$ cat config.mk
export PLATFORM = sky130hd
export DESIGN_NAME = inst_encoder_flat
export DESIGN_NICKNAME = d
export VERILOG_FILES = /design/src/rtl/inst_pkg.sv /design/src/rtl/inst_encoder_if.sv /design/src/rtl/inst_type_lut.sv /design/src/rtl/inst_encoder.sv /design/src/flat_wrapper.sv
export SDC_FILE = /design/constraint.sdc
export NUM_CORES = 1
export LEC_CHECK = 0
export ABC_CLOCK_PERIOD_IN_PS = 5300
export CORE_MARGIN = 4
export CORE_UTILIZATION = 45
export CTS_CLUSTER_DIAMETER = 120
export DETAILED_ROUTE_END_ITERATION = 10
export GPL_TIMING_DRIVEN = 0
export MAX_ROUTING_LAYER = met4
export PLACE_DENSITY = 0.85
export REMOVE_ABC_BUFFERS = 1
export SYNTH_ARGS = -nofsm -noshare
export SYNTH_HDL_FRONTEND = slang
export SYNTH_HIERARCHICAL = 1
export SYNTH_SLANG_ARGS = --single-unit
$ cat constraint.sdc
create_clock -name i_clk -period 5.3 [get_ports i_clk]
set_input_delay 0.53 -clock i_clk [delete_from_list [all_inputs] [get_ports i_clk]]
set_output_delay 0.53 -clock i_clk [all_outputs]
set_load 0.05 [all_outputs]
$ cat src/rtl/inst_pkg.sv
// Shared definitions for the instruction encoder and decoder: field layout,
// opcode classification sets, error codes and the word-packing helper.
package inst_pkg;

    localparam int OPC_W  = 6;
    localparam int REG_W  = 5;
    localparam int IM_W   = 16;
    localparam int WORD_W = 32;

    localparam int OPC_HI = 31;
    localparam int OPC_LO = 26;
    localparam int S2_HI  = 25;
    localparam int S2_LO  = 21;
    localparam int S3_HI  = 20;
    localparam int S3_LO  = 16;
    localparam int S1_HI  = 15;
    localparam int S1_LO  = 11;
    localparam int IM_HI  = 15;
    localparam int IM_LO  = 0;

    localparam logic [OPC_W-1:0] OPC_MAX = 6'd16;

    // Bit n set means opcode n is R-type: 0-3, 7-9, 12-14.
    localparam logic [31:0] R_TYPE_SET = 32'h0000_738F;

    typedef enum logic [1:0] {
        ERR_NONE     = 2'b00,
        ERR_ILLEGAL  = 2'b01,
        ERR_OVERFLOW = 2'b10
    } err_e;

    typedef enum logic [1:0] {
        ST_IDLE,
        ST_LOAD,
        ST_DONE,
        ST_ERR
    } state_e;

    function automatic logic [WORD_W-1:0] encode_word(
        input logic             is_r,
        input logic [OPC_W-1:0] opc,
        input logic [REG_W-1:0] s1,
        input logic [REG_W-1:0] s2,
        input logic [REG_W-1:0] s3,
        input logic [IM_W-1:0]  im
    );
        logic [WORD_W-1:0] word;
        word                = '0;
        word[OPC_HI:OPC_LO] = opc;
        word[S2_HI:S2_LO]   = s2;
        word[S3_HI:S3_LO]   = s3;
        if (is_r) begin
            word[S1_HI:S1_LO] = s1;
        end else begin
            word[IM_HI:IM_LO] = im;
        end
        return word;
    endfunction

endpackage

$ cat src/rtl/inst_encoder_if.sv
// Field-bundle handshake between a program producer (master) and the encoder (slave).
interface inst_encoder_if;
    import inst_pkg::*;

    logic             i_valid;
    logic             o_ready;
    logic [OPC_W-1:0] i_opcode;
    logic [REG_W-1:0] i_s1;
    logic [REG_W-1:0] i_s2;
    logic [REG_W-1:0] i_s3;
    logic [IM_W-1:0]  i_im;
    logic             i_last;

    modport master (
        output i_valid, i_opcode, i_s1, i_s2, i_s3, i_im, i_last,
        input  o_ready
    );

    modport slave (
        input  i_valid, i_opcode, i_s1, i_s2, i_s3, i_im, i_last,
        output o_ready
    );

endinterface

$ cat src/rtl/inst_type_lut.sv
// Opcode classification shared by encoder and decoder so both agree on
// which opcodes are R-type and which are legal at all.
module inst_type_lut
    import inst_pkg::*;
(
    input  logic [OPC_W-1:0] opcode_i,
    output logic             is_r_type_o,
    output logic             legal_o
);

    assign legal_o     = (opcode_i <= OPC_MAX);
    // Index wraps for opcodes >= 32, but those are masked by legal_o.
    assign is_r_type_o = legal_o & R_TYPE_SET[opcode_i[4:0]];

endmodule

$ cat src/rtl/inst_encoder.sv
// Program loader: packs assembly-level fields into R/I-type words and writes
// them to sequential instruction-memory addresses, one cycle after acceptance.
module inst_encoder
    import inst_pkg::*;
#(
    parameter int INST_W    = 32,
    parameter int ADDR_W    = 32,
    parameter int DEPTH     = 1024,
    parameter int ADDR_STEP = 4
) (
    input  logic                   i_clk,
    input  logic                   i_rst_n,
    input  logic                   i_start,
    inst_encoder_if.slave          bus,
    output logic                   o_i_wen,
    output logic [ADDR_W-1:0]      o_i_addr,
    output logic [INST_W-1:0]      o_i_wdata,
    output logic [$clog2(DEPTH):0] o_count,
    output logic                   o_done,
    output logic [1:0]             o_err
);

    localparam int               CNT_W    = $clog2(DEPTH) + 1;
    localparam logic [CNT_W-1:0] CNT_FULL = CNT_W'(DEPTH);

    state_e             state_q, state_d;
    logic               ready_q, ready_d;
    logic               wen_q, wen_d;
    logic [ADDR_W-1:0]  addr_q, addr_d;
    logic [INST_W-1:0]  wdata_q, wdata_d;
    logic [CNT_W-1:0]   count_q, count_d;
    logic               done_q, done_d;
    err_e               err_q, err_d;

    logic               is_r_type;
    logic               legal;
    logic               accept;
    logic               full;
    logic [ADDR_W-1:0]  wr_addr;

    inst_type_lut u_lut (
        .opcode_i    (bus.i_opcode),
        .is_r_type_o (is_r_type),
        .legal_o     (legal)
    );

    // i_start wins over a concurrent handshake, so it masks ready in its own cycle.
    assign bus.o_ready = ready_q & ~i_start;
    assign accept      = bus.i_valid & bus.o_ready;
    assign full        = (count_q == CNT_FULL);
    assign wr_addr     = ADDR_W'(count_q) * ADDR_W'(ADDR_STEP);

    always_ff @(posedge i_clk or negedge i_rst_n) begin
        if (!i_rst_n) begin
            state_q <= ST_IDLE;
            ready_q <= 1'b0;
            wen_q   <= 1'b0;
            addr_q  <= '0;
            wdata_q <= '0;
            count_q <= '0;
            done_q  <= 1'b0;
            err_q   <= ERR_NONE;
        end else begin
            state_q <= state_d;
            ready_q <= ready_d;
            wen_q   <= wen_d;
            addr_q  <= addr_d;
            wdata_q <= wdata_d;
            count_q <= count_d;
            done_q  <= done_d;
            err_q   <= err_d;
        end
    end

    always_comb begin
        state_d = state_q;
        if (i_start) begin
            state_d = ST_LOAD;
        end else if (accept) begin
            if (!legal || full) begin
                state_d = ST_ERR;
            end else if (bus.i_last) begin
                state_d = ST_DONE;
            end
        end
    end

    always_comb begin
        ready_d = (state_d == ST_LOAD);
        wen_d   = 1'b0;
        addr_d  = addr_q;
        wdata_d = wdata_q;
        count_d = count_q;
        done_d  = done_q;
        err_d   = err_q;
        if (i_start) begin
            count_d = '0;
            done_d  = 1'b0;
            err_d   = ERR_NONE;
        end else if (accept) begin
            if (!legal) begin
                err_d = ERR_ILLEGAL;
            end else if (full) begin
                err_d = ERR_OVERFLOW;
            end else begin
                wen_d   = 1'b1;
                addr_d  = wr_addr;
                wdata_d = INST_W'(encode_word(is_r_type, bus.i_opcode, bus.i_s1,
                                              bus.i_s2, bus.i_s3, bus.i_im));
                count_d = count_q + CNT_W'(1);
                if (bus.i_last) begin
                    done_d = 1'b1;
                end
            end
        end
    end

    assign o_i_wen   = wen_q;
    assign o_i_addr  = addr_q;
    assign o_i_wdata = wdata_q;
    assign o_count   = count_q;
    assign o_done    = done_q;
    assign o_err     = err_q;

endmodule

$ cat src/flat_wrapper.sv
// flat-port wrapper written by rule: the top's interface ports become plain ports
module inst_encoder_flat import inst_pkg::*;
#(
    parameter int INST_W    = 32,
    parameter int ADDR_W    = 32,
    parameter int DEPTH     = 1024,
    parameter int ADDR_STEP = 4
)
  (i_clk, i_rst_n, i_start, o_i_wen, o_i_addr, o_i_wdata, o_count, o_done, o_err, bus_i_valid, bus_i_opcode, bus_i_s1, bus_i_s2, bus_i_s3, bus_i_im, bus_i_last, bus_o_ready);
  inst_encoder_if bus_i ();
  input  logic i_clk;
  input  logic i_rst_n;
  input  logic i_start;
  output logic o_i_wen;
  output logic [ADDR_W-1:0] o_i_addr;
  output logic [INST_W-1:0] o_i_wdata;
  output logic [$clog2(DEPTH):0] o_count;
  output logic o_done;
  output logic [1:0] o_err;
  input wire logic [$bits(bus_i.i_valid)-1:0] bus_i_valid;
  input wire logic [$bits(bus_i.i_opcode)-1:0] bus_i_opcode;
  input wire logic [$bits(bus_i.i_s1)-1:0] bus_i_s1;
  input wire logic [$bits(bus_i.i_s2)-1:0] bus_i_s2;
  input wire logic [$bits(bus_i.i_s3)-1:0] bus_i_s3;
  input wire logic [$bits(bus_i.i_im)-1:0] bus_i_im;
  input wire logic [$bits(bus_i.i_last)-1:0] bus_i_last;
  output wire logic [$bits(bus_i.o_ready)-1:0] bus_o_ready;
  assign bus_i.i_valid = bus_i_valid;
  assign bus_i.i_opcode = bus_i_opcode;
  assign bus_i.i_s1 = bus_i_s1;
  assign bus_i.i_s2 = bus_i_s2;
  assign bus_i.i_s3 = bus_i_s3;
  assign bus_i.i_im = bus_i_im;
  assign bus_i.i_last = bus_i_last;
  assign bus_o_ready = bus_i.o_ready;
  inst_encoder #(.INST_W(INST_W), .ADDR_W(ADDR_W), .DEPTH(DEPTH), .ADDR_STEP(ADDR_STEP)) u_core (.i_clk(i_clk), .i_rst_n(i_rst_n), .i_start(i_start), .bus(bus_i), .o_i_wen(o_i_wen), .o_i_addr(o_i_addr), .o_i_wdata(o_i_wdata), .o_count(o_count), .o_done(o_done), .o_err(o_err));
endmodule
==> impl_results.md <==
- Clock skew: around 8.5 ps
- Synth Register Bits: 61
- RSZ-0062 raised after global routing: no
- Setup Fix Bufs, Post-CTS: 0
- Largest net degree at the start of global routing: 33
- CTS resizes: 0
- Cell Area, Placed: 3850 µm²
- First-pass GRT wire length: around 10 mm
- CP max stage delay: between 700 and 800 ps
- Status: finished clean
- P_leak: between 1.5 and 2 nW
- Die Span Y: ~87 µm
- Starting DRT DRC Count: 66
- Post-DRT Antenna Nets: 0
- H-tree depth: 3
- Slew @ Worst Pin: 951 ps
- Final Max Slew Viols: 0
- Drt wl/cell: approximately 15 µm
- Maximum vdd drop: 0.000229 V
- Input/output buffers: 100
- Post-Synthesis Cells: about 250
- Sequential area share after synthesis: 0.542
- Crit path launch type: input port
- Clk Tree Root Cell: clkbuf_8
- Initial antenna violation count: 0
- Final GP Congestion: 0.765
- Placed wire-length estimate: ~4.7 mm
- Most frequent cells after synthesis: dfrtp_1, nand2_1, o21ai_0, buf_4, mux2_2
- Net count, final: roughly 400
- Fin. Hold Viols: 0
- Most common cell in the synthesized netlist: dfrtp_1
- Share of layout cells above drive strength 1: 0.121
- Synth Warn #: 6
- Sink Count: between 60 and 70
- Leading area contributor after synthesis: dfrtp_1
- EDFF count, synth: 0
- HP Class: input port to asynchronous set/reset pin
- Setup_tns: 0 ps
- CP Buf/Inv Count: 3
- Starting density of the core: 0.470
- Number of diodes: 0
- DP Cell Count: between 400 and 500
- Final instance area: 4060 µm²
- Worst skew pair latency: between 300 and 400 ps
- Worst Path Arrival: 3460 ps
- Hold-fix buffers, CTS: 0
- Critical path required time: about 5500 ps
- Vias after detailed routing: ~2100
- Top-Level Pins: 122
- Hold WS: between 200 and 300 ps
- Chip Width: approximately 87 µm
- Period minus WS final: ~3300 ps
- TritonCTS Buffers: 9
- Clock tree buffer depth: 2
- Critical path endpoint category: flip-flop
- Post-synth top area share: 0.542
- Vias in the first global route: 2143
- Mapped Area: 2820 µm²
- Synth async-reset ratio: 1.00
- Critical path class: input port to flip-flop
- Main synth FF type: dfrtp_1
- Final std cells w/o fill: around 430
- FP Rows: 28
- Synth cell types: 42
- Critical path's slowest cell: a21oi_1
- CP delay by family, top: compound AO/OA/AOI/OAI gates
- Rel. slew slack: 0.366
- Pwr dens: approximately 380 nW/µm²
- Largest cells by area after synthesis: dfrtp_1, mux2_2, buf_4
- Gr ovfl total: 0
- Max Cap Viol: 0
- Max Fclk: between 300 and 400 MHz
- Core Area: about 6000 µm²
- Max Fanout on Critical Path: 22
- All-Layer GR Usage: 0.178
- Die ar.: around 7600 µm²
- Final setup fails: 0
- Final period utilization: 0.615
- Pre-antenna DRT Iters: 4
- Syn Area/Cell: 11.3 µm²
- Via density: 4.95
- Area growth syn-to-layout: 44.2%
- Wirelength, routed: around 6.4 mm
- CTS tree: built
- Remaining routing DRC violations: 0
- Reg clk slew, reported paths: ~70 ps
- Cell Chain, Critical Path: clkdlybuf4s50_1 -> or4_1 -> a21oi_1 -> o311ai_4 -> buf_8 -> buf_16 -> mux2_1
[worst register-to-register path: stages, from the launching register on]
cell	delay [ps]
dfrtp_1	440
inv_1	140
ha_1	170
nand4bb_1	210
o311ai_4	640
buf_8	250
buf_16	170
mux2_1	340
[cell type report]
type                    instances  area (µm²)
fillers                       467        1930
flip-flops and latches         61        1530
multi-input cells             167        1110
repair buffers                105        1090
clock buffers                  10         138
well taps                      75        93.8
clock inverters                 5        75.1
inverters                       8        30.0
[stage by stage]
stage	setup WS, ps	power, mW	util
6_report	2040	1.53	0.678
5_1_grt	1870	1.59	0.678
4_1_cts	2020	1.54	0.678
3_5_place_dp	1670	1.09	0.642
3_3_place_gp	397	1.08	0.626
2_1_floorplan	2040	0.894	-
[final timing paths]
| kind | start | end | slack (ps) | depth (start not counted) |
|---|---|---|---|---|
| min in group i_clk | u_core/o_i_wdata[3]$_DFFE_PN0P_ | u_core/o_i_wdata[3]$_DFFE_PN0P_ | 480 | 2 |
| min reg2reg | u_core/o_i_wdata[3]$_DFFE_PN0P_ | u_core/o_i_wdata[3]$_DFFE_PN0P_ | 480 | 2 |
| max in group asynchronous | i_rst_n | u_core/o_count[2]$_DFFE_PN0P_ | 4430 | 2 |
| min | i_rst_n | u_core/o_i_wdata[1]$_DFFE_PN0P_ | 260 | 1 |
| max | bus_i_opcode[0] | u_core/o_i_wdata[28]$_DFFE_PN0P_ | 2040 | 7 |
| max reg2reg | u_core/o_count[0]$_DFFE_PN0P_ | u_core/o_i_wdata[28]$_DFFE_PN0P_ | 2820 | 7 |
[per-layer routing]
| metal | GRT usage | routed length (µm) |
|---|---|---|
| met1 | 0.212 | 2660 |
| met3 | 0.0435 | 494 |
| met4 | 0.0628 | 51 |
| met5 | - | 0 |
| met2 | 0.295 | 3150 |
[state kept, by name, summed over array words and instances, names as in the netlist]
| register | count |
|---|---|
| u_core/o_count | 11 |
| u_core/o_err | 2 |
| u_core/state_q | 2 |
| u_core/o_i_addr | 11 |
| u_core/o_i_wdata | 32 |
| u_core/o_done | 1 |
| u_core/ready_q | 1 |
| u_core/o_i_wen | 1 |
[power breakdown]
group / total [mW] / switching (mW) / leakage, nW / internal [mW]
sequential: 0.561 / 0.0307 / 0.790 / 0.530
clock: 0.445 / 0.172 / 0.112 / 0.272
combinational: 0.520 / 0.344 / 0.894 / 0.176
[cells by family after synthesis]
family | after synthesis | synth area share
AOI/OAI and AO/OA | 41 | 0.0924
xor gates and xnor gates | 5 | 0.0156
adders and majority gates | 2 | 0.00889
buffers and inverters | 41 | 0.0938
DFF | 61 | 0.542
muxes | 30 | 0.117
other | 1 | 0.00133
and+or+nand+nor | 68 | 0.128
[layout by cell type, fill, tap and decap left out, drive strengths merged, types with 3 or more instances in the layout]
cell type      instances
xor2                   3
clkbuf                10
nand2                 25
nand4                  4
nand3                  3
clkinv                 3
mux2i                  6
conb                  21
or3                    3
a21oi                  7
or4                    3
inv                    8
nor2b                  3
clkdlybuf4s50         99
buf                    6
dfrtp                 61
nor2                   6
o21ai                 23
o31ai                  3
nand2b                11
mux2                  24
Power figures use the tool's default switching activity.
